--- src/rtl/push_engine.sv ---
// Sokoban move/push engine: reads the person cell and up to two cells ahead in GRAM,
// applies the push rules, writes back changed cells and tracks person, holes, steps and win.
module push_engine #(
    parameter int COLS  = 20,
    parameter int ROWS  = 15,
    parameter int CELLS = 300
) (
    input  logic                       clk,
    input  logic                       rst_n,
    input  logic                       init,
    input  logic [7:0]                 hole_in,
    input  logic [$clog2(CELLS)-1:0]   person_in,
    input  logic                       move_req,
    input  logic [1:0]                 dir,
    output logic [$clog2(CELLS)-1:0]   gram_addr,
    output logic                       gram_we,
    output logic [3:0]                 gram_din,
    input  logic [3:0]                 gram_dout,
    output logic                       busy,
    output logic                       move_done,
    output logic                       moved,
    output logic [$clog2(CELLS)-1:0]   person,
    output logic [7:0]                 hole,
    output logic [15:0]                steps,
    output logic                       win
);

    localparam int AW = $clog2(CELLS);
    localparam int RW = $clog2(ROWS);
    localparam logic [AW-1:0] COLS_A = AW'(COLS);

    typedef enum logic [3:0] {
        S_IDLE, S_RD_P, S_RD_N1, S_RD_N2, S_EVAL, S_WR_P, S_WR_N1, S_WR_N2, S_DONE
    } state_t;

    state_t          state_q, state_d;
    logic [1:0]      dir_q, dir_d;
    logic [3:0]      cp_q, cp_d, c1_q, c1_d, c2_q, c2_d;
    logic            ok_q, ok_d, push_q, push_d;
    logic [AW-1:0]   addr_q, addr_d;
    logic            we_q, we_d;
    logic [3:0]      din_q, din_d;
    logic [AW-1:0]   person_q, person_d;
    logic [7:0]      hole_q, hole_d;
    logic [15:0]     steps_q, steps_d;
    logic            win_q, win_d;

    // Returns {oob, address}; row/col found by repeated subtraction so edges never wrap.
    function automatic logic [AW:0] step_addr(input logic [AW-1:0] a, input logic [1:0] d);
        logic [AW-1:0] rem;
        logic [RW-1:0] row;
        logic [AW:0]   res;
        rem = a;
        row = '0;
        for (int i = 0; i < ROWS; i++) begin
            if (rem >= COLS_A) begin
                rem = rem - COLS_A;
                row = row + RW'(1);
            end
        end
        res = {1'b1, {AW{1'b0}}};
        unique case (d)
            2'd0: if (row != '0)             res = {1'b0, a - COLS_A};
            2'd1: if (row < RW'(ROWS - 1))   res = {1'b0, a + COLS_A};
            2'd2: if (rem != '0)             res = {1'b0, a - AW'(1)};
            default: if (rem < AW'(COLS - 1)) res = {1'b0, a + AW'(1)};
        endcase
        return res;
    endfunction

    logic [AW:0]   n1_s, n2_s;
    logic [AW-1:0] n1, n2;
    logic          oob1, oob2;
    logic [3:0]    c2_now;
    logic          walk, push;
    logic [7:0]    hole_new;

    assign n1_s   = step_addr(person_q, dir_q);
    assign n2_s   = step_addr(n1_s[AW-1:0], dir_q);
    assign n1     = n1_s[AW-1:0];
    assign n2     = n2_s[AW-1:0];
    assign oob1   = n1_s[AW];
    assign oob2   = oob1 | n2_s[AW];
    assign c2_now = oob2 ? 4'd1 : gram_dout;
    assign walk   = (c1_q == 4'd0) || (c1_q == 4'd6);
    assign push   = ((c1_q == 4'd2) || (c1_q == 4'd3)) && ((c2_now == 4'd0) || (c2_now == 4'd6));
    assign hole_new = hole_q - 8'(push_q && (c2_q == 4'd6)) + 8'(push_q && (c1_q == 4'd3));

    always_comb begin
        state_d  = state_q;
        dir_d    = dir_q;
        cp_d     = cp_q;
        c1_d     = c1_q;
        c2_d     = c2_q;
        ok_d     = ok_q;
        push_d   = push_q;
        addr_d   = addr_q;
        we_d     = 1'b0;
        din_d    = din_q;
        person_d = person_q;
        hole_d   = hole_q;
        steps_d  = steps_q;
        win_d    = win_q;
        unique case (state_q)
            S_IDLE: begin
                if (move_req && !win_q) begin
                    state_d = S_RD_P;
                    dir_d   = dir;
                    addr_d  = person_q;
                end
            end
            S_RD_P: begin
                state_d = S_RD_N1;
                if (!oob1) addr_d = n1;
            end
            S_RD_N1: begin
                state_d = S_RD_N2;
                cp_d    = gram_dout;
                if (!oob2) addr_d = n2;
            end
            S_RD_N2: begin
                state_d = S_EVAL;
                c1_d    = oob1 ? 4'd1 : gram_dout;
            end
            S_EVAL: begin
                c2_d   = c2_now;
                ok_d   = walk || push;
                push_d = push;
                if (walk || push) begin
                    state_d = S_WR_P;
                    we_d    = 1'b1;
                    addr_d  = person_q;
                    din_d   = (cp_q == 4'd5) ? 4'd6 : 4'd0;
                end else begin
                    state_d = S_DONE;
                end
            end
            S_WR_P: begin
                state_d = S_WR_N1;
                we_d    = 1'b1;
                addr_d  = n1;
                din_d   = ((c1_q == 4'd6) || (c1_q == 4'd3)) ? 4'd5 : 4'd4;
            end
            S_WR_N1: begin
                if (push_q) begin
                    state_d = S_WR_N2;
                    we_d    = 1'b1;
                    addr_d  = n2;
                    din_d   = (c2_q == 4'd6) ? 4'd3 : 4'd2;
                end else begin
                    state_d = S_DONE;
                end
            end
            S_WR_N2: state_d = S_DONE;
            S_DONE: begin
                state_d = S_IDLE;
                if (ok_q) begin
                    person_d = n1;
                    hole_d   = hole_new;
                    steps_d  = (steps_q == 16'hFFFF) ? steps_q : steps_q + 16'd1;
                    win_d    = (hole_new == 8'd0);
                end
            end
            default: state_d = S_IDLE;
        endcase
        // A reload from the loader abandons whatever move is in flight.
        if (init) begin
            state_d  = S_IDLE;
            we_d     = 1'b0;
            person_d = person_in;
            hole_d   = hole_in;
            steps_d  = 16'd0;
            win_d    = (hole_in == 8'd0);
        end
    end

    always_ff @(posedge clk or negedge rst_n) begin
        if (!rst_n) begin
            state_q  <= S_IDLE;
            dir_q    <= 2'd0;
            cp_q     <= 4'd0;
            c1_q     <= 4'd0;
            c2_q     <= 4'd0;
            ok_q     <= 1'b0;
            push_q   <= 1'b0;
            addr_q   <= '0;
            we_q     <= 1'b0;
            din_q    <= 4'd0;
            person_q <= '0;
            hole_q   <= 8'd0;
            steps_q  <= 16'd0;
            win_q    <= 1'b0;
        end else begin
            state_q  <= state_d;
            dir_q    <= dir_d;
            cp_q     <= cp_d;
            c1_q     <= c1_d;
            c2_q     <= c2_d;
            ok_q     <= ok_d;
            push_q   <= push_d;
            addr_q   <= addr_d;
            we_q     <= we_d;
            din_q    <= din_d;
            person_q <= person_d;
            hole_q   <= hole_d;
            steps_q  <= steps_d;
            win_q    <= win_d;
        end
    end

    assign gram_addr = addr_q;
    assign gram_we   = we_q;
    assign gram_din  = din_q;
    assign busy      = (state_q != S_IDLE);
    assign move_done = (state_q == S_DONE);
    assign moved     = (state_q == S_DONE) && ok_q;
    assign person    = person_q;
    assign hole      = hole_q;
    assign steps     = steps_q;
    assign win       = win_q;

endmodule
--- config.mk ---
export PLATFORM = sky130hd
export DESIGN_NAME = push_engine
export DESIGN_NICKNAME = d
export VERILOG_FILES = /design/src/rtl/push_engine.sv
export SDC_FILE = /design/constraint.sdc
export NUM_CORES = 1
export LEC_CHECK = 0
export CORE_UTILIZATION = 45
export CTS_CLUSTER_DIAMETER = 80
export DETAILED_ROUTE_END_ITERATION = 12
export MAX_ROUTING_LAYER = met4
export SLEW_MARGIN = 15
export SYNTH_ARGS = -nofsm -noshare
export SYNTH_HDL_FRONTEND = slang
export SYNTH_SLANG_ARGS = --single-unit
--- constraint.sdc ---
create_clock -name clk -period 52.5 [get_ports clk]
set_input_delay 5.25 -clock clk [delete_from_list [all_inputs] [get_ports clk]]
set_output_delay 5.25 -clock clk [all_outputs]
set_load 0.005 [all_outputs]
==> results by group <==
Floorplan
  • Placeable core area: 37800 um2
  • Die Ht: 199 um
  • X dimension of the die: about 200 um
  • Number of placement rows: 71
  • Total Die Area: around 40000 um2
  • Initial cell density of the core: 0.460
  • I/O Pins: 78

STA
  • Clock Skews: about 0.0066 ns
  • Final number of setup-violating endpoints: 0
  • Total negative setup slack: 0 ns
  • Period minus WS final: around 45 ns
  • Highest Clock Rate: about 22 MHz
  • Share of the cycle needed by the critical path after routing: 0.852
  • Worst rel slew slack: 0.252
  • Worst-Margin Slew: roughly 1.1 ns
  • Count of final hold-check violations: 0
  • Final count of pins violating max slew: 0
  • Unrepaired setup endpoints after global routing: false

Synthesis
  • Adder-Cell Fraction of Synth Area: 0.0573
  • Xor-xnor portion of the synthesized cell area: 0.0821
  • Number of register bits inferred by synthesis: 67
  • Synthesized-area fraction occupied by ao, oa, aoi and oai cells: 0.360
  • Number of unique standard cell types used by synthesis: roughly 170
  • Async set-or-reset flop fraction in the synthesized netlist: 1.00
  • Multiplexer share of the synthesized area: 0.0532
  • Fraction of the mapped netlist area in simple logic gates: 0.294
  • Post-synthesis cell area: 17400 um2
  • Combinational family with the most area after synthesis: compound AO/OA/AOI/OAI gates
  • Mapped Avg Cell Area: ~7.4 um2
  • Instance count of the mapped netlist: 2352
  • Total nets after synthesis: 2458
  • Number of enable flip-flop cells after synthesis: 0
  • Main synth FF type: sky130_fd_sc_hd__dfrtp_1
  • Ys Warns: 0
  • Proportion of synthesized chip area in sequential cells: 0.0964

GRT
  • Vias in the first global route: approximately 17000
  • Total congestion overflow after global routing: 0
  • All-Layer GR Usage: 0.276
  • Antenna violations before repair: 0
  • Global-route wire length before repair: 88.9 mm
  • Maximum number of pins on one net before global-route repair: 68

CTS
  • TritonCTS clock tree: built
  • CTS clock-pin slew for the worst setup and hold paths: 0.06 ns
  • Quantity of hold-fixing buffers added after cts: 0
  • Number of buffers added by the clock tree synthesis step: 9
  • CTS sink cnt: between 60 and 70
  • Deepest clock path buffer count: 2
  • Number of setup buffers added after CTS: 0
  • Number of resized instances in the post-cts repair step: 0
  • Insertion delay to the later sink of the worst-skew pair: 0.34 ns
  • Root buffer cell: sky130_fd_sc_hd__clkbuf_16
  • H-Tree Level Count: 3

Setup path
  • Critical-path maximum fanout: 25
  • Worst EP required: between 50 and 60 ns
  • Arrival time worst endpoint: 44.95 ns
  • Crit start category: flip-flop
  • Path type of the worst setup path: flip-flop to flip-flop
  • Max incr delay on CP: between 0.8 and 0.9 ns
  • Slowest stage cell on the critical path: sky130_fd_sc_hd__dfrtp_1
  • Endpoint type of the worst setup path: flip-flop
  • Most common cell on crit path: sky130_fd_sc_hd__ha_1

Layout
  • Post-route cell area: 18600 um2
  • Layout area overhead: 7.04%
  • Combined flip-flop and latch cell area: 1680 um2
  • Final layout net count: around 2500
  • Antenna diode count: 0
  • Combined area of the multi-input logic cells: 14700 um2
  • Number of fill cells: 3868
  • Commonest cells after routing, fill and taps aside: 241 x sky130_fd_sc_hd__nand2_1, 208 x sky130_fd_sc_hd__nor2_1, 145 x sky130_fd_sc_hd__a21oi_1, 117 x sky130_fd_sc_hd__o21ai_0, 116 x sky130_fd_sc_hd__xnor2_1
  • Share of post-route cells with drive strength above 1: 0.119
  • Most common cell after layout, fill and taps aside: sky130_fd_sc_hd__nand2_1
  • Count of placed standard cells in the final layout, fillers left out: 2872

Route
  • First-pass detailed-route iteration total: 5
  • Total wire length: roughly 53 mm
  • Vias per cell: ~6.4
  • Count of unresolved DRC violations after routing: 0
  • DRC violation total after the first TritonRoute iteration: roughly 1400
  • Routed Antenna Nets: 0
  • Routed wire per std cell: about 18 um
  • Routed vias: 18500

Placed design
  • Final weighted congestion in routability-driven placement: a little over 0.9
  • DP Wirelength: just over 40 mm
  • Inst Count DP: 2856
  • Count of input and output buffers: 76
  • Total cell area at the placement stage: approximately 18000 um2

Run status
  • Result of the run: finished clean

Job
  • Number of max-capacitance violations reported: 0

Min path
  • Worst Hold Class: flip-flop to flip-flop
-- area by class of cell --
cell class	count	area share
clock buffers	10	0.0123
clock inverters	6	0.00605
inverters	101	0.0204
multi-input cells	2090	0.792
flip-flops and latches	67	0.0901
well taps	511	0.0343
repair buffers	87	0.0448
-- sequential cells by signal, indices dropped and copies added (netlist names) --
register	cells
c2_q	4
push_q	1
gram_we	1
ok_q	1
c1_q	4
person	9
cp_q	4
dir_q	2
steps	16
win	1
hole	8
state_q	4
gram_addr	9
gram_din	3
-- path summary, 6_finish.rpt --
check	cells past startpoint	startpoint	to	slack (ns)
max in group asynchronous	2	rst_n	dir_q[0]	46.83
hold / removal	2	c2_q[0]	c2_q[0]	0.47
hold reg to reg	2	c2_q[0]	c2_q[0]	0.47
min in group asynchronous	2	rst_n	cp_q[1]	5.11
setup reg to reg	190	person[2]	gram_addr[4]	7.76
setup / recovery	190	person[2]	gram_addr[4]	7.76
-- cell usage after synthesis, types with 18 or more instances --
cell type                  number  area [um2]
sky130_fd_sc_hd__or2_2         21         131
sky130_fd_sc_hd__and3_1        33         206
sky130_fd_sc_hd__a21o_1        29         218
sky130_fd_sc_hd__mux2i_1       31         310
sky130_fd_sc_hd__and2_1        37         231
sky130_fd_sc_hd__nand3_1       99         495
sky130_fd_sc_hd__a31oi_1       33         206
sky130_fd_sc_hd__a211oi_1      32         240
sky130_fd_sc_hd__clkbuf_1      29         109
sky130_fd_sc_hd__xor2_1        40         350
sky130_fd_sc_hd__nor2_1       208         781
sky130_fd_sc_hd__o31ai_1       22         165
sky130_fd_sc_hd__a21oi_1      145         726
sky130_fd_sc_hd__or3_1         25         156
sky130_fd_sc_hd__o21ai_1       23         115
sky130_fd_sc_hd__o211ai_1      36         270
sky130_fd_sc_hd__o21bai_1      18         135
sky130_fd_sc_hd__nand4_1       24         150
sky130_fd_sc_hd__dfrtp_1       67        1680
sky130_fd_sc_hd__ha_1          78         976
sky130_fd_sc_hd__o21ai_0      117         586
sky130_fd_sc_hd__nand2_1      241         905
sky130_fd_sc_hd__o21a_1        19         143
sky130_fd_sc_hd__inv_1         90         338
sky130_fd_sc_hd__a22oi_1       24         180
sky130_fd_sc_hd__buf_4         26         195
sky130_fd_sc_hd__mux2_2        40         450
sky130_fd_sc_hd__xnor2_1      116        1020
sky130_fd_sc_hd__nor3_1        75         375
-- through the flow --
step / setup slack [ns] / utilization / hold WS [ns]
final: 7.76 / 0.492 / 0.469
after global routing: 3.48 / 0.492 / 0.505
after CTS: 8.22 / 0.492 / 0.474
after detailed placement: 8.46 / 0.483 / 0.462
after global placement: 9.83 / 0.483 / 0.460
after floorplan: 14.02 / - / 0.439
-- worst max-delay path, delay by kind of cell, from the launching register on --
kind	cells	cell delay, ns
AO/OA/AOI/OAI	46	12.74
XOR/XNOR	15	4.15
adder cells (fa/ha/maj)	28	5.98
buffers and inverters	18	2.13
flip-flops	1	0.81
multiplexers	7	2.26
AND/OR/NAND/NOR	76	16.51
-- metal layers --
layer  vias up  wire [um]  GRT usage
met5         -          0          -
met4         0       1080     0.0698
met3        81       2580     0.0220
met2       587      23600      0.430
met1      8819      25800      0.383
li1       8986          -          -
-- cell families after synthesis --
logic type,after synthesis
other cells,1
xor+xnor,159
fa+ha+maj,79
simple gates,958
mux,84
flops,67
buf+inv,195
compound gates,809
Power is not shown: default switching activity piles up to over one toggle a cycle in this logic, so the estimate is an artifact.
